--- src/rtl/intc_pkg.sv ---
// Definitions shared by the interrupt dispatch controller, its nesting stack and the ic.
package intc_pkg;

    localparam int DEF_NO_OF_PERIPHERALS = 16;
    localparam int DEF_WIDTH             = $clog2(DEF_NO_OF_PERIPHERALS);

    // One-hot dispatch states
    localparam logic [2:0] S_IDLE    = 3'b001;
    localparam logic [2:0] S_SIGNAL  = 3'b010;
    localparam logic [2:0] S_SERVICE = 3'b100;

    typedef struct packed {
        logic [DEF_WIDTH-1:0] id;
        logic [DEF_WIDTH-1:0] prio;
    } stack_entry_t;

endpackage

--- src/rtl/intc_nest_stack.sv ---
// LIFO of in-service interrupt entries; the top entry is the one currently being serviced.
module intc_nest_stack
    import intc_pkg::*;
#(
    parameter int  NEST_DEPTH = 4,
    parameter int  DEPTH_W    = $clog2(NEST_DEPTH + 1),
    parameter type entry_t    = stack_entry_t
) (
    input  logic               pclk_i,
    input  logic               prst_i,
    input  logic               push,
    input  logic               pop,
    input  entry_t             push_data,
    output entry_t             top,
    output logic [DEPTH_W-1:0] depth,
    output logic               full,
    output logic               empty
);

    entry_t             mem [NEST_DEPTH];
    logic [DEPTH_W-1:0] depth_q;

    always_ff @(posedge pclk_i or negedge prst_i) begin
        if (!prst_i) begin
            depth_q <= '0;
        end else if (push && !full) begin
            depth_q <= depth_q + 1'b1;
        end else if (pop && !empty) begin
            depth_q <= depth_q - 1'b1;
        end
    end

    // Entries carry no reset: occupancy alone decides which slots are meaningful.
    always_ff @(posedge pclk_i) begin
        if (push && !full) begin
            for (int i = 0; i < NEST_DEPTH; i++) begin
                if (depth_q == DEPTH_W'(i)) begin
                    mem[i] <= push_data;
                end
            end
        end
    end

    always_comb begin
        top = mem[0];
        for (int i = 1; i < NEST_DEPTH; i++) begin
            if (depth_q == DEPTH_W'(i + 1)) begin
                top = mem[i];
            end
        end
    end

    assign depth = depth_q;
    assign full  = (depth_q == DEPTH_W'(NEST_DEPTH));
    assign empty = (depth_q == '0);

endmodule

--- src/rtl/intc_dispatch_ctrl.sv ---
// Sequences interrupt delivery from the ic to the CPU with nested, priority-gated preemption.
// Optional ack timeout is built when INTC_DISPATCH_ACK_TIMEOUT_EN is defined.
module intc_dispatch_ctrl
    import intc_pkg::*;
#(
    parameter int NO_OF_PERIPHERALS = DEF_NO_OF_PERIPHERALS,
    parameter int WIDTH             = $clog2(NO_OF_PERIPHERALS),
    parameter int NEST_DEPTH        = 4,
    parameter int ACK_TIMEOUT       = 32
) (
    input  logic                             pclk_i,
    input  logic                             prst_i,
    input  logic                             irq_valid_i,
    input  logic [WIDTH-1:0]                 irq_id_i,
    input  logic [WIDTH-1:0]                 irq_prio_i,
    output logic                             irq_serviced_o,
    output logic                             cpu_irq_o,
    output logic [WIDTH-1:0]                 cpu_irq_id_o,
    input  logic                             cpu_ack_i,
    input  logic                             cpu_eoi_i,
    output logic [WIDTH-1:0]                 active_prio_o,
    output logic [$clog2(NEST_DEPTH+1)-1:0]  nest_depth_o,
    output logic                             timeout_err_o
);

    localparam int DEPTH_W = $clog2(NEST_DEPTH + 1);

    typedef struct packed {
        logic [WIDTH-1:0] id;
        logic [WIDTH-1:0] prio;
    } entry_t;

    logic [2:0]         state_q;
    logic [2:0]         state_d;
    logic [WIDTH-1:0]   cap_id_p0;
    logic [WIDTH-1:0]   cap_prio_p0;
    logic               serviced_p1;
    logic               eligible;
    logic               capture;
    logic               push;
    logic               pop;
    logic               tmo_done;
    logic               tmo_fire;
    entry_t             push_entry;
    entry_t             stack_top;
    logic [DEPTH_W-1:0] stack_depth;
    logic               stack_full;
    logic               stack_empty;

    intc_nest_stack #(
        .NEST_DEPTH (NEST_DEPTH),
        .DEPTH_W    (DEPTH_W),
        .entry_t    (entry_t)
    ) u_stack (
        .pclk_i    (pclk_i),
        .prst_i    (prst_i),
        .push      (push),
        .pop       (pop),
        .push_data (push_entry),
        .top       (stack_top),
        .depth     (stack_depth),
        .full      (stack_full),
        .empty     (stack_empty)
    );

    assign push_entry.id   = cap_id_p0;
    assign push_entry.prio = cap_prio_p0;

    // Only a strictly higher priority than the running interrupt may preempt it.
    assign eligible = irq_valid_i && !stack_full &&
                      (stack_empty || (irq_prio_i > stack_top.prio));

    always_ff @(posedge pclk_i or negedge prst_i) begin
        if (!prst_i) begin
            state_q <= S_IDLE;
        end else begin
            state_q <= state_d;
        end
    end

    always_comb begin
        state_d = state_q;
        case (state_q)
            S_IDLE: begin
                if (eligible) begin
                    state_d = S_SIGNAL;
                end
            end
            S_SIGNAL: begin
                if (cpu_ack_i) begin
                    state_d = S_SERVICE;
                end else if (tmo_done) begin
                    state_d = stack_empty ? S_IDLE : S_SERVICE;
                end
            end
            S_SERVICE: begin
                // EOI takes the whole cycle; arbitration against the new top waits one cycle.
                if (cpu_eoi_i) begin
                    if (stack_depth == DEPTH_W'(1)) begin
                        state_d = S_IDLE;
                    end
                end else if (eligible) begin
                    state_d = S_SIGNAL;
                end
            end
            default: state_d = S_IDLE;
        endcase
    end

    always_comb begin
        capture   = 1'b0;
        push      = 1'b0;
        pop       = 1'b0;
        tmo_fire  = 1'b0;
        cpu_irq_o = 1'b0;
        case (state_q)
            S_IDLE: begin
                capture = eligible;
            end
            S_SIGNAL: begin
                cpu_irq_o = 1'b1;
                push      = cpu_ack_i;
                tmo_fire  = !cpu_ack_i && tmo_done;
            end
            S_SERVICE: begin
                pop     = cpu_eoi_i;
                capture = !cpu_eoi_i && eligible;
            end
            default: ;
        endcase
    end

    // ---- capture stage: request frozen while it is being signalled ----
    always_ff @(posedge pclk_i or negedge prst_i) begin
        if (!prst_i) begin
            cap_id_p0   <= '0;
            serviced_p1 <= 1'b0;
        end else begin
            serviced_p1 <= push;
            if (capture) begin
                cap_id_p0 <= irq_id_i;
            end
        end
    end

    always_ff @(posedge pclk_i) begin
        if (capture) begin
            cap_prio_p0 <= irq_prio_i;
        end
    end

`ifdef INTC_DISPATCH_ACK_TIMEOUT_EN
    localparam int TMO_W = $clog2(ACK_TIMEOUT);

    logic [TMO_W-1:0] tmo_cnt_p0;
    logic             tmo_err_p1;

    always_ff @(posedge pclk_i or negedge prst_i) begin
        if (!prst_i) begin
            tmo_cnt_p0 <= '0;
            tmo_err_p1 <= 1'b0;
        end else begin
            tmo_err_p1 <= tmo_fire;
            if ((state_q == S_SIGNAL) && (state_d == S_SIGNAL)) begin
                tmo_cnt_p0 <= tmo_cnt_p0 + 1'b1;
            end else begin
                tmo_cnt_p0 <= '0;
            end
        end
    end

    assign tmo_done      = (tmo_cnt_p0 == TMO_W'(ACK_TIMEOUT - 1));
    assign timeout_err_o = tmo_err_p1;
`else
    logic unused_tmo;

    assign tmo_done      = 1'b0;
    assign timeout_err_o = 1'b0;
    assign unused_tmo    = tmo_fire ^ (ACK_TIMEOUT != 0);
`endif

    logic unused_top_id;
    assign unused_top_id = ^stack_top.id;

    assign cpu_irq_id_o   = cap_id_p0;
    assign irq_serviced_o = serviced_p1;
    assign active_prio_o  = stack_empty ? '0 : stack_top.prio;
    assign nest_depth_o   = stack_depth;

endmodule

--- config.mk ---
export PLATFORM = sky130hd
export DESIGN_NAME = intc_dispatch_ctrl
export DESIGN_NICKNAME = d
export VERILOG_FILES = /design/src/rtl/intc_pkg.sv /design/src/rtl/intc_nest_stack.sv /design/src/rtl/intc_dispatch_ctrl.sv
export SDC_FILE = /design/constraint.sdc
export NUM_CORES = 1
export LEC_CHECK = 0
export BUFFER_PORTS_ARGS = -buffer_cell sky130_fd_sc_hd__buf_2
export CAP_MARGIN = 5
export CORE_ASPECT_RATIO = 1.75
export CORE_UTILIZATION = 50
export DETAILED_ROUTE_END_ITERATION = 10
export PLACE_DENSITY = 0.72
export SLEW_MARGIN = 20
export SYNTH_ARGS = -nofsm -noshare
export SYNTH_HDL_FRONTEND = slang
export SYNTH_SLANG_ARGS = --single-unit
--- constraint.sdc ---
create_clock -name pclk_i -period 7.4 [get_ports pclk_i]
set_input_delay 1.48 -clock pclk_i [delete_from_list [all_inputs] [get_ports pclk_i]]
set_output_delay 1.48 -clock pclk_i [all_outputs]
set_load 0.005 [all_outputs]
Word level (Yosys, flattened, before mapping):

Memories as Yosys holds them, arrays and structs flattened.
Cells that the tools add are included.

* register bits: 15
* RAM bits: 32
* input bits: 13
* word-level logic and storage cells: 69
* memories kept: 1

Memory list
* u_stack.mem: words 4, width 8, read ports 4, clocked after memory_dff 0, wr ports 1, line intc_nest_stack.sv:20 `entry_t mem [NEST_DEPTH];`

* add/subtract/negate cells: 2
* magnitude comparators: 1
* equality and inequality tests: 9
* mux-type cells: 36
* reduce and logical (&&, ||, !) cells: 15

Operator list (count)
* $mux 8: 3
* $reduce_or 8->1: 3
* $mux 1: 18
* $mux 3: 6
* $mux 4: 4
* $eq 3x2->1 const B: 3
* $pmux 3 s3: 1
* $eq 3x1->1 const B: 2
* $eq 3x3->1 const B: 2
* $mux 2: 3
* $logic_and 1x1->1: 5
* $gt 4x4->1: 1
* $add 3x1->3 const B: 1
* $logic_not 1->1: 3
* $logic_not 3->1: 1
* $ne 3x3->1 const B: 1
* $sub 3x1->3 const B: 1
* $ne 2x2->1 const B: 1
* $pmux 1 s2: 1
* $reduce_and 2->1: 1
* $reduce_bool 2->1: 1
* $logic_or 1x1->1: 1

Logic depth before layout (Yosys ltp):

* word-level depth: 10
* mapped depth: 12
* gate-level depth less buffers: 11

Modules after synthesis:

A second synthesis with hierarchy kept.

* cells, all modules: 173
* area, all modules: 2296.0 sq um

Modules (own cells, without submodules)
* intc_nest_stack: instances 1, cells each 107, area an instance 1595.3 sq um, sequential area each 1036.0 sq um
* intc_dispatch_ctrl: instances 1, cells each 66, area an instance 700.7 sq um, sequential area each 321.6 sq um

Least setup slack after synthesis:

No wires, ideal clock.

* kind: reg-to-output
* start: register u_stack.depth_q[0] (netlist: u_stack.depth[0])
* end: output active_prio_o[2]
* arrival time: 1431 ps
* data required time: 5920 ps
* slack: 4489 ps
* cell stages (with the launch flop): 7
* buffers on the path: 0
* path through: dfrtp_1 -> inv_1 -> ha_1 -> nor2b_1 -> mux2i_1 -> o21ai_1 -> a22o_1

* longest elaborated chain between the ends: 5
* elaborated cells between the ends (all ways): 8

Ends and longest elaborated chain
* start: declaration: line intc_nest_stack.sv:21 `logic [DEPTH_W-1:0] depth_q;`
* start signal: assignment: line intc_nest_stack.sv:27 `depth_q <= depth_q + 1'b1;`
* start signal: assignment: line intc_nest_stack.sv:29 `depth_q <= depth_q - 1'b1;`
* $eq 3x2->1: line intc_nest_stack.sv:47 `if (depth_q == DEPTH_W'(i + 1)) begin`
* $mux 4 (3 in a row): line intc_nest_stack.sv:47
* $mux 4 (*): line intc_dispatch_ctrl.sv:187 `assign active_prio_o = stack_empty ? '0 : stack_top.prio;`
* end: declaration: line intc_dispatch_ctrl.sv:21 `output logic [WIDTH-1:0] active_prio_o,`

Every way passes the cells marked *; elsewhere a longest branch is shown, timed or not.

Worst setup path in the final report:

* start: register u_stack.depth_q[1] (netlist: u_stack.depth[1])
* end: output active_prio_o[0]

Same word-level chain as after synthesis.

==> impl_metrics.tcl <==
set metrics [dict create \
    vdd_ir_drop_max_uv 245.3 \
    cts.path.max_buffers 2 \
    postCtsSetupRepairBufs 0 \
    dpl_cell_area_um2 1807 \
    io_pins 27 \
    drive_above_1_share_pct 30.12 \
    core_um2 3142 \
    htree_levels 2 \
    dr.pass1.iters 4 \
    reg2reg_slack_ps 4200 \
    arrival_ps 2080 \
    cts-resized-gates 0 \
    syn-num-nets 162 \
    clk_latency_ps 280 \
    initial_core_util_pct 52.81 \
    root_buffer "clkbuf_8" \
    fmax_mhz 281.0 \
    wl_per_cell_um 16.46 \
    cts_buffers 5 \
    hp-class "reg -> reg" \
    outcome "finished, final reports clean" \
    grt_max_degree 13 \
    netlist_instances 139 \
    antenna_found_initial 0 \
    syn_area_per_cell_um2 11.94 \
    leakage_uw 0.0008324 \
    ys.flop_type "edfxtp_1" \
    power_density_nw_per_um2 356.2 \
    fin_skew_ps 5.167 \
    hpwlAfterDp_mm 2.721 \
    cts_tree "yes" \
    path_class "reg -> out" \
    drc 0 \
    cap_viol_max_count 0 \
    gp_congestion 0.7189 \
    synth_area_um2 1659 \
    seq_area_frac_synth_pct 52.87 \
    rows 27 \
    holdWs_ps 501.4 \
    ys_warn_count 0 \
    crit_path_end_kind "output port" \
    grt_overflow 0 \
    worst-path-max-fanout 11 \
    min_period_ps 3559 \
    die_height_um 78.20 \
    fillers 265 \
    cts_sinks 31 \
    postRouteAntennaNets 0 \
    finalSetupViolCount 0 \
    maxSlewViolCount 0 \
    post-route-period-util_pct 48.10 \
    hold_viol_final 0 \
    fin_nets 188 \
    yosysUniqueCellTypes 47 \
    rsz0062_at_grt "false" \
    postRouteWirelength_mm 3.441 \
    synth_edf_count 20 \
    grt_pass1_wl_mm 5.623 \
    synthArstFlopShare_pct 35.48 \
    fin_setup_tns_ps 0 \
    start_kind "flop" \
    fp.dieW_um 45.55 \
    worst_pin_slew_ps 633.4 \
    cts.clk_slew.worst_paths_ps 70 \
    stdcell_area_um2 1919 \
    die_area_um2 3562 \
    drt_iter0_drc 39 \
    grt_pass1_vias 1203 \
    slew_headroom_pct 57.45 \
    avgViaCountPerCell 5.593 \
    synth.ff_latch_count 31 \
    cp.required_ps 5920 \
    portBuffers 25 \
    antennaDiodeCount 0 \
    via_count 1169 \
    synthToLayoutAreaGrowth_pct 15.69 \
    postCtsHoldBufs 0 \
    grtUsageTotal_pct 22.51 \
]
-- power by group --
part | internal (uW) | total (uW) | switching (uW)
clock network | 100 | 166 | 65.8
registers | 226 | 261 | 34.8
logic | 109 | 257 | 147
-- stage by stage --
stage          instances  setup WS, ps  util (%)  power [uW]
2_1_floorplan        139          4489         -       439.3
3_3_place_gp         201          4150     57.51       510.7
3_5_place_dp         201          4141     57.51       522.4
4_1_cts              209          3827     61.09       688.6
5_1_grt              209          3716     61.09       722.1
6_report             209          3841     61.09       683.7
-- sequential cells by signal, indices dropped and copies added, names as in the netlist --
name	cells
u_stack.mem	16
cap_prio_p0	4
cpu_irq_id_o	4
state_q	3
u_stack.depth	3
irq_serviced_o	1
-- layout by cell type (no fill, tap or decap), types with 2 or more instances in the layout --
cell       n
ha_1      10
inv_1      5
nand3_1    2
nor2_1     5
nand2_1   15
inv_2      2
o211ai_2   2
mux2i_1    7
and2_1     3
dfrtp_1   10
clkbuf_8   5
nor3_1     2
a21oi_1    4
a22o_1     3
buf_2     25
o22ai_1    7
edfxtp_1  20
o21ai_1    8
-- worst max-delay path, cell delays in order (launching register included) --
cell and delay [ps]:
dfrtp_1 430, inv_1 170, ha_1 480, and2_1 390
nand2_1 110, o21ai_1 80, buf_2 130
-- final timing paths --
check                                  from                end  depth (start not counted)
max                        u_stack.depth[1]   active_prio_o[0]                          6
min                          cap_prio_p0[2]  u_stack.mem[1][2]                          0
max reg2reg                u_stack.depth[1]     cap_prio_p0[3]                         10
min reg2reg                  cap_prio_p0[2]  u_stack.mem[1][2]                          0
max in group asynchronous            prst_i         state_q[0]                          1
min in group asynchronous            prst_i   u_stack.depth[0]                          1
-- area by class of cell --
type | instances | area, um^2 | area share (%)
Multi-Input combinational cell | 95 | 724.4 | 37.74
Clock buffer | 5 | 68.82 | 3.585
Tap cell | 43 | 53.80 | 2.803
Sequential cell | 31 | 877.1 | 45.70
Clock inverter | 3 | 43.79 | 2.282
Inverter | 7 | 26.28 | 1.369
Timing Repair Buffer | 25 | 125.1 | 6.519
-- metal layers --
layer / share of wire [%] / GRT usage, % / wire [um] / vias to the layer above
met1: 36 / 23.46 / 1249 / 569
met5: 0 / 0 / 0 / -
li1: - / - / - / 561
met3: 2.8 / 3.678 / 95 / 7
met2: 59 / 41.14 / 2020 / 32
met4: 2.2 / 9.697 / 76 / 0
-- Yosys cell counts, types with 3 or more instances --
library cell | number | area share [%]
a21oi_1 | 4 | 1.2
a22o_1 | 3 | 1.6
and2_1 | 3 | 1.1
buf_2 | 4 | 1.2
dfrtp_1 | 10 | 15
edfxtp_1 | 20 | 36
ha_1 | 10 | 7.5
inv_1 | 5 | 1.1
mux2i_1 | 7 | 4.2
nand2_1 | 15 | 3.4
nor2_1 | 5 | 1.1
o21ai_1 | 8 | 2.4
o22ai_1 | 7 | 2.6
-- kinds of logic (layout without fill, tap and decap cells) --
family | Yosys count | after routing | synth area share, %
other cells | 1 | 1 | 0.2260
fa+ha+maj | 10 | 10 | 7.541
buf+inv | 13 | 40 | 3.469
simple gates | 42 | 42 | 15.99
mux | 8 | 8 | 4.902
flops | 31 | 31 | 52.87
compound gates | 33 | 33 | 14.48
xor+xnor | 1 | 1 | 0.5280
Note: power is estimated with default switching activity, not from simulation.
